===== src/rtl/demux_1_n_stream_if.sv =====
// Stream bundle for the 1-to-N demux: one producer channel in, N consumer channels out.
// slave is the demux side of the bundle, master is the producer/consumer side.
interface demux_1_n_stream_if #(
    parameter int WIDTH = 8,
    parameter int N_OUT = 4,
    parameter int SEL_W = 2,
    parameter int CNT_W = 8
);
    logic [WIDTH-1:0] in_data;
    logic [SEL_W-1:0] in_sel;
    logic             in_valid;
    logic             in_ready;
    logic [WIDTH-1:0] out_data;
    logic [N_OUT-1:0] out_valid;
    logic [N_OUT-1:0] out_ready;
    logic [CNT_W-1:0] drop_cnt;
    logic             drop_pulse;

    modport slave (
        input  in_data, in_sel, in_valid, out_ready,
        output in_ready, out_data, out_valid, drop_cnt, drop_pulse
    );

    modport master (
        output in_data, in_sel, in_valid, out_ready,
        input  in_ready, out_data, out_valid, drop_cnt, drop_pulse
    );
endinterface


===== src/rtl/demux_1_n_stream.sv =====
// Registered 1-to-N stream demultiplexer with a one-entry output stage.
// Out-of-range selects are dropped and counted in a saturating counter.
//
// state   | meaning
// S_EMPTY | no word held, input always ready
// S_FULL  | word held for one-hot dest r_valid, input ready only if that dest is ready
module demux_1_n_stream #(
    parameter int WIDTH = 8,
    parameter int N_OUT = 4,
    parameter int SEL_W = 2,
    parameter int CNT_W = 8
) (
    input  logic                    clk,
    input  logic                    rst_n,
    demux_1_n_stream_if.slave       bus
);
    typedef enum logic {S_EMPTY, S_FULL} state_t;

    localparam logic [SEL_W:0] LP_N_OUT = (SEL_W+1)'(N_OUT);

    state_t           r_state;
    logic [WIDTH-1:0] r_data;
    logic [N_OUT-1:0] r_valid;
    logic [CNT_W-1:0] r_drop_cnt;
    logic             r_drop_pulse;

    logic             w_dest_ready;
    logic             w_in_acc;
    logic             w_in_range;
    logic [N_OUT-1:0] w_onehot;

    // r_valid doubles as the one-hot destination register, so no index into out_ready is needed
    assign w_dest_ready = |(r_valid & bus.out_ready);
    assign bus.in_ready = rst_n & ((r_state == S_EMPTY) | w_dest_ready);
    assign w_in_acc     = bus.in_valid & bus.in_ready;
    assign w_in_range   = ({1'b0, bus.in_sel} < LP_N_OUT);
    assign w_onehot     = {{(N_OUT-1){1'b0}}, 1'b1} << bus.in_sel;

    assign bus.out_data   = r_data;
    assign bus.out_valid  = r_valid;
    assign bus.drop_cnt   = r_drop_cnt;
    assign bus.drop_pulse = r_drop_pulse;

    always_ff @(posedge clk) begin
        if (!rst_n) begin
            r_state      <= S_EMPTY;
            r_data       <= '0;
            r_valid      <= '0;
            r_drop_cnt   <= '0;
            r_drop_pulse <= 1'b0;
        end else begin
            r_drop_pulse <= 1'b0;
            case (r_state)
                S_EMPTY: begin
                    if (w_in_acc && w_in_range) begin
                        r_data  <= bus.in_data;
                        r_valid <= w_onehot;
                        r_state <= S_FULL;
                    end
                end
                S_FULL: begin
                    // an input accept in FULL implies the held word leaves on this edge
                    if (w_in_acc && w_in_range) begin
                        r_data  <= bus.in_data;
                        r_valid <= w_onehot;
                    end else if (w_dest_ready) begin
                        r_valid <= '0;
                        r_state <= S_EMPTY;
                    end
                end
                default: r_state <= S_EMPTY;
            endcase
            if (w_in_acc && !w_in_range) begin
                r_drop_pulse <= 1'b1;
                if (r_drop_cnt != '1) begin
                    r_drop_cnt <= r_drop_cnt + 1'b1;
                end
            end
        end
    end
endmodule


===== src/flat_wrapper.sv =====
// flat-port wrapper written by rule: the top's interface ports become plain ports
module demux_1_n_stream_flat 
#(
    parameter int WIDTH = 8,
    parameter int N_OUT = 4,
    parameter int SEL_W = 2,
    parameter int CNT_W = 8
)
  (clk, rst_n, bus_in_data, bus_in_sel, bus_in_valid, bus_out_ready, bus_in_ready, bus_out_data, bus_out_valid, bus_drop_cnt, bus_drop_pulse);
  demux_1_n_stream_if #(.WIDTH(WIDTH), .N_OUT(N_OUT), .SEL_W(SEL_W), .CNT_W(CNT_W)) bus_i ();
  input  logic clk;
  input  logic rst_n;
  input wire logic [$bits(bus_i.in_data)-1:0] bus_in_data;
  input wire logic [$bits(bus_i.in_sel)-1:0] bus_in_sel;
  input wire logic [$bits(bus_i.in_valid)-1:0] bus_in_valid;
  input wire logic [$bits(bus_i.out_ready)-1:0] bus_out_ready;
  output wire logic [$bits(bus_i.in_ready)-1:0] bus_in_ready;
  output wire logic [$bits(bus_i.out_data)-1:0] bus_out_data;
  output wire logic [$bits(bus_i.out_valid)-1:0] bus_out_valid;
  output wire logic [$bits(bus_i.drop_cnt)-1:0] bus_drop_cnt;
  output wire logic [$bits(bus_i.drop_pulse)-1:0] bus_drop_pulse;
  assign bus_i.in_data = bus_in_data;
  assign bus_i.in_sel = bus_in_sel;
  assign bus_i.in_valid = bus_in_valid;
  assign bus_i.out_ready = bus_out_ready;
  assign bus_in_ready = bus_i.in_ready;
  assign bus_out_data = bus_i.out_data;
  assign bus_out_valid = bus_i.out_valid;
  assign bus_drop_cnt = bus_i.drop_cnt;
  assign bus_drop_pulse = bus_i.drop_pulse;
  demux_1_n_stream #(.WIDTH(WIDTH), .N_OUT(N_OUT), .SEL_W(SEL_W), .CNT_W(CNT_W)) u_core (.clk(clk), .rst_n(rst_n), .bus(bus_i));
endmodule

===== config.mk =====
export PLATFORM = sky130hd
export DESIGN_NAME = demux_1_n_stream_flat
export DESIGN_NICKNAME = d
export VERILOG_FILES = /design/src/rtl/demux_1_n_stream_if.sv /design/src/rtl/demux_1_n_stream.sv /design/src/flat_wrapper.sv
export SDC_FILE = /design/constraint.sdc
export NUM_CORES = 1
export LEC_CHECK = 0
export CAP_MARGIN = 15
export CORE_MARGIN = 2
export CORE_UTILIZATION = 35
export CTS_BUF_LIST = sky130_fd_sc_hd__clkbuf_8
export DETAILED_ROUTE_END_ITERATION = 8
export PLACE_DENSITY = 0.7
export SLEW_MARGIN = 25
export SYNTH_ARGS = -nofsm -noshare
export SYNTH_HDL_FRONTEND = slang
export SYNTH_SLANG_ARGS = --single-unit

===== constraint.sdc =====
create_clock -name clk -period 1.3 [get_ports clk]
set_input_delay 0.26 -clock clk [delete_from_list [all_inputs] [get_ports clk]]
set_output_delay 0.26 -clock clk [all_outputs]
set_load 0.01 [all_outputs]

==> results.sh <==
export IMPL_num_vias=1048
export IMPL_grt_overflow=0
export IMPL_timing_final_ws_setup_ns=-0.0977
export IMPL_cp_num_buf_inv=1
export IMPL_status="complete, but fails checks"
export IMPL_max_cap_viol_count=0
export IMPL_failed_checks="negative setup slack"
export IMPL_cp_slowest_stage_delay_ns=0.32
export IMPL_htree_levels=1
export IMPL_ys_warn_count=0
export IMPL_avgViaCountPerCell=5.52
export IMPL_grt_start_max_net_pins=25
export IMPL_grt_setup_unrepaired="true"
export IMPL_synth_distinct_cells=24
export IMPL_antenna_left=0
export IMPL_cts_reportedPaths_clkPinSlew_ns=0.06
export IMPL_port_buffers=29
export IMPL_wirelength_mm=2.72
export IMPL_cts_max_path_buffers=2
export IMPL_n_antenna_cell=0
export IMPL_hold_violations=0
export IMPL_cts_buffers=3
export IMPL_drtPass1Iterations=4
export IMPL_antenna_found_initial=0
export IMPL_syn_inst=125
export IMPL_grt_pass1_wl_mm=4.20
export IMPL_final_cell_mix="dlygate4sd2_1, nand3_1, dfxtp_1, inv_1"
export IMPL_power_total_w=0.00115
export IMPL_grt_pass1_vias=982
export IMPL_core_area_mm2=0.00252
export IMPL_fin_crit_sh_pct=108
export IMPL_syn_cell_area_um2=951
export IMPL_final_common_cell="dlygate4sd2_1"
export IMPL_synth_area_leaders="dfxtp_1, nand3_1, o32ai_1"
export IMPL_min_from="bus_in_valid"
export IMPL_chipWidth_um=56.1
export IMPL_fmax_mhz=715
export IMPL_setup_viol=9
export IMPL_cpLargestDelayFamily="flip-flops"
export IMPL_skew_ns=0.00696
export IMPL_dp_hpwl_mm=1.88
export IMPL_place_congestion=0.802
export IMPL_reg2reg_from="u_core.bus.out_valid[3]$_SDFFE_PN0P_"
export IMPL_synth_top_area_share_pct=27.4
export IMPL_fillers=252
export IMPL_cts_tree="done"
export IMPL_cp_startpoint="u_core.bus.out_valid[3]$_SDFFE_PN0P_"
export IMPL_clock_latency_ns=0.24
export IMPL_postLayoutCellArea_mm2=0.00137
export IMPL_crit_path_top_delay_cell="dfxtp_2"
export IMPL_cts_sinks=13
export IMPL_min_path_type="primary input to flip-flop"
export IMPL_synth_largest_area_cell="dfxtp_1"
export IMPL_p_leak_nw=0.656
export IMPL_synth_seq_cells=13
export IMPL_start_util_pct=37.7
export IMPL_maxSlewViolCount=0
export IMPL_ios=39
export IMPL_ys_seq_area_share_pct=27.4
export IMPL_postLayoutCoreUtil_pct=54.1
export IMPL_core_rowCount=18
export IMPL_syn_avg_cell_area_um2=7.61
export IMPL_tns_ns=-0.262
export IMPL_first_iter_violations=20
export IMPL_dp_slack_ns=-0.652
export IMPL_path_cells="a22oi_2, and3_4, nor2b_1, buf_2"
export IMPL_nets=178
export IMPL_crit_type="flip-flop to output pin"
export IMPL_post_route_drc_count=0
export IMPL_root_buffer="clkbuf_8"
export IMPL_dieArea_mm2=0.00315
export IMPL_die_y_um=56.1
export IMPL_crit_path_max_fanout=2
export IMPL_track_usage_pct=16.5
export IMPL_final_min_clock_period_ns=1.40
export IMPL_peakVddDrop_uv=488
export IMPL_cts_hold_buffers=0
export IMPL_crit_arrival_ns=1.14
export IMPL_required_ns=1.04
export IMPL_wl_per_cell_um=14.3
export IMPL_powerDensity_mw_per_mm2=839
export IMPL_worst_setup_path_end_kind="output pin"
export IMPL_area_growth_pct=43.6
export IMPL_worst_setup_path_start_kind="flip-flop"
export IMPL_postPlaceCellArea_mm2=0.00132
export IMPL_drive_above_1_share_pct=16.9
==> kinds of logic after synthesis <==
family | count (synthesis) | synth area share, %
flops | 13 | 27.4
compound gates | 29 | 23.3
buf+inv | 31 | 18.8
simple gates | 51 | 30.1
other cells | 1 | 0.394
==> worst min-delay path, stage by stage <==
cell            delay [ns]
dlymetal6s2s_1        0.19
buf_4                 0.16
o21a_1                0.12
==> synthesized netlist by cell type, drive strengths merged <==
library cell  instances
or3                   8
nor2b                 1
a22o                  2
a31oi                 4
clkbuf                3
nor4bb                4
inv                  10
a22oi                 2
conb                  1
nor3                  8
a21oi                 8
o32ai                 8
dfxtp                13
nand2                 9
nand3                16
and3                  5
o21a                  1
o41ai                 4
buf                  18
==> timing repair <==
| item | 4_1_cts | 5_1_grt |
|---|---|---|
| setup endpoints to repair | 25 | 10 |
| buffers inserted | 2 | 0 |
| gates resized for setup | 27 | 1 |
| pin swaps | 3 | 1 |
==> state kept, by name (all words and copies together), names as in the netlist <==
signal,flops
u_core.bus.out_data,8
u_core.r_state,1
u_core.bus.out_valid,4
==> stage by stage <==
step           instances  hold WS [ns]
6_report             190         0.520
5_1_grt              190         0.556
4_1_cts              190         0.584
3_5_place_dp         186         0.634
3_3_place_gp         186         0.608
2_1_floorplan        133         0.364
==> final cells by class <==
type	instances	area, µm²	share of cell area (%)
Tap cell	30	37.5	2.75
Clock inverter	1	3.75	0.275
Inverter	10	37.5	2.75
Clock buffer	3	41.3	3.02
Multi-Input combinational cell	89	559	41.0
Timing Repair Buffer	44	424	31.1
Sequential cell	13	262	19.2
==> power by group <==
part | internal [W] | total, W | switching (W) | leakage (nW)
combinational | 0.000161 | 0.000329 | 0.000167 | 0.522
clock | 0.000209 | 0.000363 | 0.000155 | 0.0269
sequential | 0.000432 | 0.000453 | 0.0000220 | 0.107
==> metal layers <==
metal	part of all wire (%)	GRT usage, %	vias to the layer above
met5	0	0	-
met4	0.74	7.48	0
met3	6.1	4.42	2
met2	50	28.2	33
met1	43	18.9	499
li1	-	-	514
==> worst paths after layout <==
check        depth (start not counted)                                   to  slack [ns]
min                                  3            u_core.r_state$_SDFF_PN0_        0.52
max                                  4                         bus_in_ready        -0.1
min reg2reg                          3  u_core.bus.out_data[1]$_SDFFE_PN0P_        0.64
max reg2reg                          4  u_core.bus.out_data[6]$_SDFFE_PN0P_       -0.04
Note: power is estimated with default switching activity, not from simulation.
